`config.mk`:
```
export PLATFORM = sky130hd
export DESIGN_NAME = ice51_mem_arb_flat
export DESIGN_NICKNAME = d
export VERILOG_FILES = /design/src/rtl/ice51_mem_arb_if.sv /design/src/rtl/ice51_mem_arb.sv /design/src/flat_wrapper.sv
export SDC_FILE = /design/constraint.sdc
export NUM_CORES = 1
export LEC_CHECK = 0
export ABC_AREA = 1
export CORE_MARGIN = 2
export CORE_UTILIZATION = 20
export DETAILED_ROUTE_END_ITERATION = 16
export PLACE_DENSITY_LB_ADDON = 0.15
export SYNTH_ARGS = -nofsm -noshare
export SYNTH_HDL_FRONTEND = slang
export SYNTH_SLANG_ARGS = --single-unit
```
`constraint.sdc`:
```
create_clock -name i_clk -period 1.1 [get_ports i_clk]
set_input_delay 0.11 -clock i_clk [delete_from_list [all_inputs] [get_ports i_clk]]
set_output_delay 0.11 -clock i_clk [all_outputs]
set_load 0.05 [all_outputs]
```
`src/rtl/ice51_mem_arb_if.sv`:
```
// Requester and memory-side bus of the shared-SRAM arbiter, one flat bus per direction.
// Channel c occupies bits [c*ADDR_W +: ADDR_W] of i_addr and [c*DATA_W +: DATA_W] of i_wdata.
interface ice51_mem_arb_if #(
    parameter int NUM_CH = 2,
    parameter int ADDR_W = 10,
    parameter int DATA_W = 8
);
    logic [NUM_CH-1:0]        i_req;
    logic [NUM_CH-1:0]        i_we;
    logic [NUM_CH*ADDR_W-1:0] i_addr;
    logic [NUM_CH*DATA_W-1:0] i_wdata;
    logic [NUM_CH-1:0]        o_gnt;
    logic [NUM_CH-1:0]        o_rvalid;
    logic [DATA_W-1:0]        o_rdata;
    logic                     o_mem_we;
    logic [ADDR_W-1:0]        o_mem_addr;
    logic [DATA_W-1:0]        o_mem_wdata;
    logic [DATA_W-1:0]        i_mem_rdata;

    modport slave (
        input  i_req, i_we, i_addr, i_wdata, i_mem_rdata,
        output o_gnt, o_rvalid, o_rdata, o_mem_we, o_mem_addr, o_mem_wdata
    );

    modport master (
        output i_req, i_we, i_addr, i_wdata, i_mem_rdata,
        input  o_gnt, o_rvalid, o_rdata, o_mem_we, o_mem_addr, o_mem_wdata
    );
endinterface

```
`src/rtl/ice51_mem_arb.sv`:
```
// N-channel fixed-priority / round-robin arbiter in front of one single-port sync SRAM.
// Grant is combinational; read data returns 1 (PIPE=0) or 2 (PIPE=1) cycles after grant; ungranted requesters simply hold.
module ice51_mem_arb #(
    parameter int NUM_CH = 2,
    parameter int ADDR_W = 10,
    parameter int DATA_W = 8,
    parameter int MODE   = 1,
    parameter int PIPE   = 0
) (
    input  logic          i_clk,
    input  logic          i_nrst,
    ice51_mem_arb_if.slave bus
);
    localparam int PTR_W = (NUM_CH > 1) ? $clog2(NUM_CH) : 1;

    logic [PTR_W-1:0]  ptr;
    logic [PTR_W-1:0]  win;
    logic              found;
    logic [NUM_CH-1:0] gnt;
    logic              sel_we;
    logic [ADDR_W-1:0] sel_addr;
    logic [DATA_W-1:0] sel_wdata;
    logic [NUM_CH-1:0] rd_tag;
    logic [NUM_CH-1:0] tag_d;
    logic [NUM_CH-1:0] rvalid_q;

    // First pass only looks at channels at or above the pointer (all of them in
    // fixed-priority mode); the second pass picks up the wrap-around.
    always_comb begin
        gnt   = '0;
        win   = '0;
        found = 1'b0;
        for (int c = 0; c < NUM_CH; c++) begin
            if (!found && bus.i_req[c] && (MODE == 0 || c >= int'(ptr))) begin
                gnt[c] = 1'b1;
                win    = PTR_W'(c);
                found  = 1'b1;
            end
        end
        for (int c = 0; c < NUM_CH; c++) begin
            if (!found && bus.i_req[c]) begin
                gnt[c] = 1'b1;
                win    = PTR_W'(c);
                found  = 1'b1;
            end
        end
    end

    always_comb begin
        sel_we    = 1'b0;
        sel_addr  = '0;
        sel_wdata = '0;
        for (int c = 0; c < NUM_CH; c++) begin
            if (gnt[c]) begin
                sel_we    = bus.i_we[c];
                sel_addr  = bus.i_addr[c*ADDR_W +: ADDR_W];
                sel_wdata = bus.i_wdata[c*DATA_W +: DATA_W];
            end
        end
    end

    assign rd_tag = (found && !sel_we) ? gnt : '0;

    always_ff @(posedge i_clk or negedge i_nrst) begin
        if (!i_nrst) begin
            ptr <= '0;
        end else if (found) begin
            ptr <= (win == PTR_W'(NUM_CH - 1)) ? '0 : win + 1'b1;
        end
    end

    generate
        if (PIPE != 0) begin : g_pipe
            logic              mem_we_q;
            logic [ADDR_W-1:0] mem_addr_q;
            logic [DATA_W-1:0] mem_wdata_q;
            logic [NUM_CH-1:0] tag_q;

            always_ff @(posedge i_clk or negedge i_nrst) begin
                if (!i_nrst) begin
                    mem_we_q    <= 1'b0;
                    mem_addr_q  <= '0;
                    mem_wdata_q <= '0;
                    tag_q       <= '0;
                end else begin
                    mem_we_q    <= sel_we;
                    mem_addr_q  <= sel_addr;
                    mem_wdata_q <= sel_wdata;
                    tag_q       <= rd_tag;
                end
            end

            assign bus.o_mem_we    = mem_we_q;
            assign bus.o_mem_addr  = mem_addr_q;
            assign bus.o_mem_wdata = mem_wdata_q;
            assign tag_d           = tag_q;
        end else begin : g_comb
            // Grant stays live in reset, so the write strobe must be masked here.
            assign bus.o_mem_we    = sel_we & i_nrst;
            assign bus.o_mem_addr  = sel_addr;
            assign bus.o_mem_wdata = sel_wdata;
            assign tag_d           = rd_tag;
        end
    endgenerate

    // Final tag stage lines up with the SRAM's one-cycle read latency.
    always_ff @(posedge i_clk or negedge i_nrst) begin
        if (!i_nrst) begin
            rvalid_q <= '0;
        end else begin
            rvalid_q <= tag_d;
        end
    end

    assign bus.o_gnt    = gnt;
    assign bus.o_rvalid = rvalid_q;
    assign bus.o_rdata  = bus.i_mem_rdata;
endmodule

```
`src/flat_wrapper.sv`:
```
// flat-port wrapper written by rule: the top's interface ports become plain ports
module ice51_mem_arb_flat 
#(
    parameter int NUM_CH = 2,
    parameter int ADDR_W = 10,
    parameter int DATA_W = 8,
    parameter int MODE   = 1,
    parameter int PIPE   = 0
)
  (i_clk, i_nrst, bus_i_req, bus_i_we, bus_i_addr, bus_i_wdata, bus_i_mem_rdata, bus_o_gnt, bus_o_rvalid, bus_o_rdata, bus_o_mem_we, bus_o_mem_addr, bus_o_mem_wdata);
  ice51_mem_arb_if #(.NUM_CH(NUM_CH), .ADDR_W(ADDR_W), .DATA_W(DATA_W)) bus_i ();
  input  logic i_clk;
  input  logic i_nrst;
  input wire logic [$bits(bus_i.i_req)-1:0] bus_i_req;
  input wire logic [$bits(bus_i.i_we)-1:0] bus_i_we;
  input wire logic [$bits(bus_i.i_addr)-1:0] bus_i_addr;
  input wire logic [$bits(bus_i.i_wdata)-1:0] bus_i_wdata;
  input wire logic [$bits(bus_i.i_mem_rdata)-1:0] bus_i_mem_rdata;
  output wire logic [$bits(bus_i.o_gnt)-1:0] bus_o_gnt;
  output wire logic [$bits(bus_i.o_rvalid)-1:0] bus_o_rvalid;
  output wire logic [$bits(bus_i.o_rdata)-1:0] bus_o_rdata;
  output wire logic [$bits(bus_i.o_mem_we)-1:0] bus_o_mem_we;
  output wire logic [$bits(bus_i.o_mem_addr)-1:0] bus_o_mem_addr;
  output wire logic [$bits(bus_i.o_mem_wdata)-1:0] bus_o_mem_wdata;
  assign bus_i.i_req = bus_i_req;
  assign bus_i.i_we = bus_i_we;
  assign bus_i.i_addr = bus_i_addr;
  assign bus_i.i_wdata = bus_i_wdata;
  assign bus_i.i_mem_rdata = bus_i_mem_rdata;
  assign bus_o_gnt = bus_i.o_gnt;
  assign bus_o_rvalid = bus_i.o_rvalid;
  assign bus_o_rdata = bus_i.o_rdata;
  assign bus_o_mem_we = bus_i.o_mem_we;
  assign bus_o_mem_addr = bus_i.o_mem_addr;
  assign bus_o_mem_wdata = bus_i.o_mem_wdata;
  ice51_mem_arb #(.NUM_CH(NUM_CH), .ADDR_W(ADDR_W), .DATA_W(DATA_W), .MODE(MODE), .PIPE(PIPE)) u_core (.i_clk(i_clk), .i_nrst(i_nrst), .bus(bus_i));
endmodule
```
# After elaboration in Yosys (flattened, before gate mapping)
# Cells that the tools add are included.
# totals
register_bits	3
inputBits	50
output_inout_bits	31
wordCells	31
# op_classes
add_sub_neg	1
n_lt_le_gt_ge	1
muxes	17
n_bitwise	1
n_reduce_logical	9
# op_table
op	n
10-bit two-way mux	2
8-bit two-way mux	2
1-bit two-way mux	12
1-bit logical AND	5
1-bit logical NOT	4
2-bit two-way mux	1
1-bit adder (second input constant)	1
1-bit AND	1
1-bit greater-or-equal comparator (first input constant)	1

# Longest topological paths before layout
# Gate-level depths: netlist of the first run.
# depth
depth_word	16
ltp_mapped	7
ltp_nobuf	6

# Worst setup path before layout of the first run
# OpenSTA, ideal clock, no wires.
# synth_timing
path_type	reg-to-output
start	reg u_core.ptr
end	out bus_o_mem_we
arrival_time_ns	1.359
required_ns	0.990
slack_ns	-0.369
path_stages_with_launch	4
n_path_buf	0
path_cell_list	dfrtp_1 > nand2_2 > nand3_1 > a21oi_1
# synth_between
elab_chain_cells	14
word_cells_on_any_way	17
classes_between	1 x order compare; 8 x mux; 1 x bitwise; 7 x reduce/logical
# synth_rtl
item	line_no	source
start: declaration	ice51_mem_arb.sv:16	logic [PTR_W-1:0] ptr;
start signal: assignment	ice51_mem_arb.sv:68	ptr <= (win == PTR_W'(NUM_CH - 1)) ? '0 : win + 1'b1;
1-bit greater-or-equal comparator (*)	ice51_mem_arb.sv:34	if (!found && bus.i_req[c] && (MODE == 0 || c >= int'(ptr))) begin
1-bit logical AND (*)	ice51_mem_arb.sv:34	
1-bit two-way mux (*)	ice51_mem_arb.sv:34	
1-bit logical NOT	ice51_mem_arb.sv:34	
1-bit logical AND	ice51_mem_arb.sv:34	
1-bit two-way mux	ice51_mem_arb.sv:34	
1-bit logical NOT	ice51_mem_arb.sv:41	if (!found && bus.i_req[c]) begin
1-bit logical AND	ice51_mem_arb.sv:41	
1-bit two-way mux	ice51_mem_arb.sv:41	
1-bit logical NOT	ice51_mem_arb.sv:41	
1-bit logical AND	ice51_mem_arb.sv:41	
1-bit two-way mux	ice51_mem_arb.sv:41	
1-bit two-way mux (*)	ice51_mem_arb.sv:54	if (gnt[c]) begin
1-bit AND (*)	ice51_mem_arb.sv:99	assign bus.o_mem_we = sel_we & i_nrst;
end: declaration	flat_wrapper.sv:22	output wire logic [$bits(bus_i.o_mem_we)-1:0] bus_o_mem_we;
# Every way passes the cells marked *; elsewhere a longest branch is shown, timed or not.

# Worst setup path in the final report of the first run
# layout_timing
start	reg u_core.ptr
end	out bus_o_mem_addr[4]
# layout_between
elab_chain_cells	13
word_cells_on_any_way	16
classes_between	1 x order compare; 8 x mux; 7 x reduce/logical
# layout_rtl
item	line_no	source
1-bit greater-or-equal comparator (*)	ice51_mem_arb.sv:34	
1-bit logical AND (*)	ice51_mem_arb.sv:34	
1-bit two-way mux (*)	ice51_mem_arb.sv:34	
1-bit logical NOT	ice51_mem_arb.sv:34	
1-bit logical AND	ice51_mem_arb.sv:34	
1-bit two-way mux	ice51_mem_arb.sv:34	
1-bit logical NOT	ice51_mem_arb.sv:41	
1-bit logical AND	ice51_mem_arb.sv:41	
1-bit two-way mux	ice51_mem_arb.sv:41	
1-bit logical NOT	ice51_mem_arb.sv:41	
1-bit logical AND	ice51_mem_arb.sv:41	
1-bit two-way mux	ice51_mem_arb.sv:41	
10-bit two-way mux (*)	ice51_mem_arb.sv:54	
end: declaration	flat_wrapper.sv:23	output wire logic [$bits(bus_i.o_mem_addr)-1:0] bus_o_mem_addr;
# Marks and branches as above.

==> impl_results.rst, run 1 <==
.. list-table::
   :header-rows: 1

   * - Metric
     - Value
   * - Residual overflow from global routing
     - 0
   * - Die W
     - just over 50 um
   * - GR Util All Layers
     - 0.163
   * - Clock tree skew after final layout
     - roughly 0.0037 ns
   * - Maximum level of the CTS H-tree
     - 1
   * - Top post-synthesis cells by area
     - sky130_fd_sc_hd__nand2_1 (44%), sky130_fd_sc_hd__dfrtp_1 (17%), sky130_fd_sc_hd__buf_4 (13%)
   * - Commonest cells post-synth
     - sky130_fd_sc_hd__nand2_1 (53), sky130_fd_sc_hd__buf_4 (8), sky130_fd_sc_hd__nand2_2 (6), sky130_fd_sc_hd__dfrtp_1 (3)
   * - Kind of critical path
     - flip-flop to primary output
   * - Total buffers and inverters traversed by the critical path
     - 2
   * - Number of placed instances, taps included
     - roughly 170
   * - Final setup violating endpoints
     - 21
   * - Final ANT Viol Nets
     - 0
   * - Area of the placeable core
     - around 2200 um^2
   * - RR Startpoint
     - u_core.ptr
   * - Number of flops mapped to enable cells by yosys
     - 0
   * - Clock root buffer master
     - sky130_fd_sc_hd__clkbuf_4
   * - Final standard cell count with taps included and fillers excluded
     - 178
   * - Number of buffers added on ports
     - 64
   * - Number of CTS-inserted buffers
     - 3
   * - Antenna violations before repair
     - 0
   * - Routed via count divided by cell count
     - 4.27
   * - Stage delay of the slowest cell on the critical path
     - 0.41 ns
   * - Antenna Diode Count
     - 0
   * - Number of flip-flops and latches in the synthesized netlist
     - 3
   * - Synthesized instance count
     - 82
   * - Period Utilization, post-route
     - 1.27
   * - Final critical path time including I/O delays and setup
     - 1.39 ns
   * - Cells along the critical path
     - nand2_2 -> nand2_4 -> inv_8 -> nand2_1 -> nand2_4 -> buf_12
   * - Worst Slack Setup Final
     - -0.294 ns
   * - Syn. warnings
     - 0
   * - Measured slew at the worst slew-check pin
     - ~0.28 ns
   * - Clock tree from TritonCTS
     - built
   * - I/O pin count
     - 81
   * - Wire length of the first global-routing pass
     - 3250 um
   * - Top cell type's share of synthesized area
     - 0.442
   * - Post-synth top area cell
     - sky130_fd_sc_hd__nand2_1
   * - Count of max-cap constraint violations
     - 0
   * - R2R Path End
     - u_core.bus.o_rvalid[0]
   * - Clock transition at path regs
     - 0.04 ns
   * - Final layout net count
     - between 200 and 250
   * - Maximum fanout count along the critical path
     - 10
   * - Required time of the critical path
     - 0.99 ns
   * - Share of layout cells above drive strength 1
     - 0.460
   * - Worst-skew pair later-pin latency
     - roughly 0.23 ns
   * - Failing checks
     - negative setup slack
   * - CP max stage cell
     - sky130_fd_sc_hd__dfrtp_1
   * - Effective utilization at floorplan
     - 0.208
   * - Power per cell area
     - roughly 950 nW/um^2
   * - Startpoint Class
     - flip-flop
   * - Drt drc
     - 0
   * - Final Wtd Congestion
     - 0.800
   * - Critical Path End Type
     - primary output
   * - Wire length after detailed routing
     - slightly above 2000 um
   * - Most frequently used flop master after synthesis
     - sky130_fd_sc_hd__dfrtp_1
   * - Number of stages on the worst setup path
     - 6
   * - Power after layout
     - 0.00144 W
   * - Number of core rows
     - 17
   * - Last element of the critical path
     - bus_o_mem_addr[4]
   * - Leakage power
     - 0.701 nW
   * - Outcome
     - finished with violations
   * - Cell type with the highest occurrence count on the critical path
     - sky130_fd_sc_hd__nand2_4
   * - Half-perimeter wire length after placement
     - 1570 um
   * - Tightest Hold Check Type
     - input port to asynchronous set/reset pin
   * - Peak ir drop on the vdd network
     - roughly 0.76 mV
   * - Final hold vios
     - 0
   * - Number of global-route vias before repair
     - 779
   * - Clock Tree Buf Depth
     - 2
   * - Synth cell types
     - 13
   * - Cell area after technology mapping
     - 450 um^2
   * - Hold-fix buffer count after cts
     - 0
   * - Height of the die
     - approximately 50 um
   * - Async S/R FF share, synth
     - 1.00
   * - Die Area
     - 2650 um^2
   * - Register-to-register path setup slack
     - ~0.14 ns
   * - Most frequent cell after synthesis
     - sky130_fd_sc_hd__nand2_1
   * - Worst setup startpoint
     - u_core.ptr
   * - Nets in the synthesized netlist
     - 132
   * - Worst-case headroom to the max-slew limit
     - 0.813
   * - Vias post-DR
     - 760
   * - Max-slew violations
     - 0
   * - Number of violations reported at the end of detailed-routing iteration 0
     - 3
   * - Sinks on Clock Net
     - 3
   * - Syn avg cell area
     - about 5.5 um^2
   * - Sequential-to-total area share from yosys stat
     - 0.167
   * - Setup repair after global routing missed its margin
     - true
   * - Crit-path leading delay family
     - flip-flops
   * - Largest net degree at the start of global routing
     - 11
   * - Post-DR wirelength/cell
     - 11.4 um
   * - Length of the first detailed-routing pass in iterations
     - 4
   * - Endpoint arrival time on the critical path
     - approximately 1.3 ns
   * - Layout overhead on the synthesized area
     - 237%
   * - Highest clock rate
     - 0.718 GHz
   * - Number of cells traversed by the worst register-to-register path
     - 4
## report_power, final
group,internal [W],switching (W)
Sequential,0.000122,0.0000121
Combinational,0.000548,0.000565
Clock,0.000136,0.0000546
Total,0.000806,0.000632
## cell families (layout without fill, tap and decap cells)
| family | count (synthesis) | after routing | share of synthesized area |
|---|---|---|---|
| AND/OR/NAND/NOR | 63 | 63 | 0.564 |
| AO/OA/AOI/OAI | 2 | 2 | 0.0278 |
| flip-flops | 3 | 3 | 0.167 |
| buffers and inverters | 14 | 82 | 0.242 |
## through the flow
step	util	setup slack [ns]	hold WS, ns	area, um^2	TNS [ns]
after floorplan	-	-0.0394	-0.186	571	-0.289
after global placement	0.645	-0.295	0.220	1400	-5.67
after detailed placement	0.645	-0.353	0.220	1400	-6.69
after CTS	0.691	-0.281	0.159	1500	-5.61
after global routing	0.700	-0.367	0.194	1520	-7.30
final	0.700	-0.294	0.160	1520	-5.82
## layer usage
metal / wire length (um) / part of all wire / GRT usage
met1: 664 / 0.33 / 0.152
met2: 1010 / 0.50 / 0.318
met3: 359 / 0.18 / 0.0789
met4: 0 / 0 / 0.0263
met5: 0 / 0 / 0
## worst register-to-register path, cell delays in order, from the launching register on
cell	delay [ns]
sky130_fd_sc_hd__dfrtp_1	0.41
sky130_fd_sc_hd__nand2_2	0.12
sky130_fd_sc_hd__nand2_4	0.11
sky130_fd_sc_hd__buf_4	0.16
sky130_fd_sc_hd__nor2_1	0.08
## flip-flops by register name, summed over array words and instances, names as in the netlist
name	count
u_core.ptr	1
u_core.bus.o_rvalid	2
## worst min path at each step
stage	start	endpoint	slack, ns	cells past startpoint
3_3_place_gp	bus_i_mem_rdata[6]	bus_o_rdata[6]	0.22	0
3_5_place_dp	bus_i_mem_rdata[6]	bus_o_rdata[6]	0.22	0
2_1_floorplan	i_nrst	u_core.bus.o_rvalid[0]	-0.19	0
4_1_cts	i_nrst	u_core.ptr	0.16	2
5_1_grt	i_nrst	u_core.ptr	0.19	2
6_report	i_nrst	u_core.ptr	0.16	2
## placed cells by master (no fill, tap or decap), drive strengths merged
cell / count
a21oi: 1
buf: 30
clkbuf: 4
clkdlybuf4s50: 39
dfrtp: 3
dlygate4sd2: 2
inv: 7
nand2: 59
nand3: 2
nor2: 2
o21a: 1
## final cells by class
type | instances | area [um^2]
timing repair inverter | 3 | 26.3
timing repair buffer | 71 | 921
fill | 185 | 652
multi-input combinational | 65 | 404
tap | 28 | 35.0
clock buffer | 4 | 26.3
sequential | 3 | 75.1
inverter | 4 | 30.0
## timing repair
action	4_1_cts	5_1_grt
pin swaps	1	0
resized for setup	14	1
endpoints found under the setup margin	21	21
gates cloned	3	0
setup buffers	2	2
Power figures use the tool's default switching activity.
==> run 2: changes to the inputs <==
- SLEW_MARGIN: not set -> 20
==> results of run 2 <==
Final layout, timing and power as in run 1 (identical DEF).
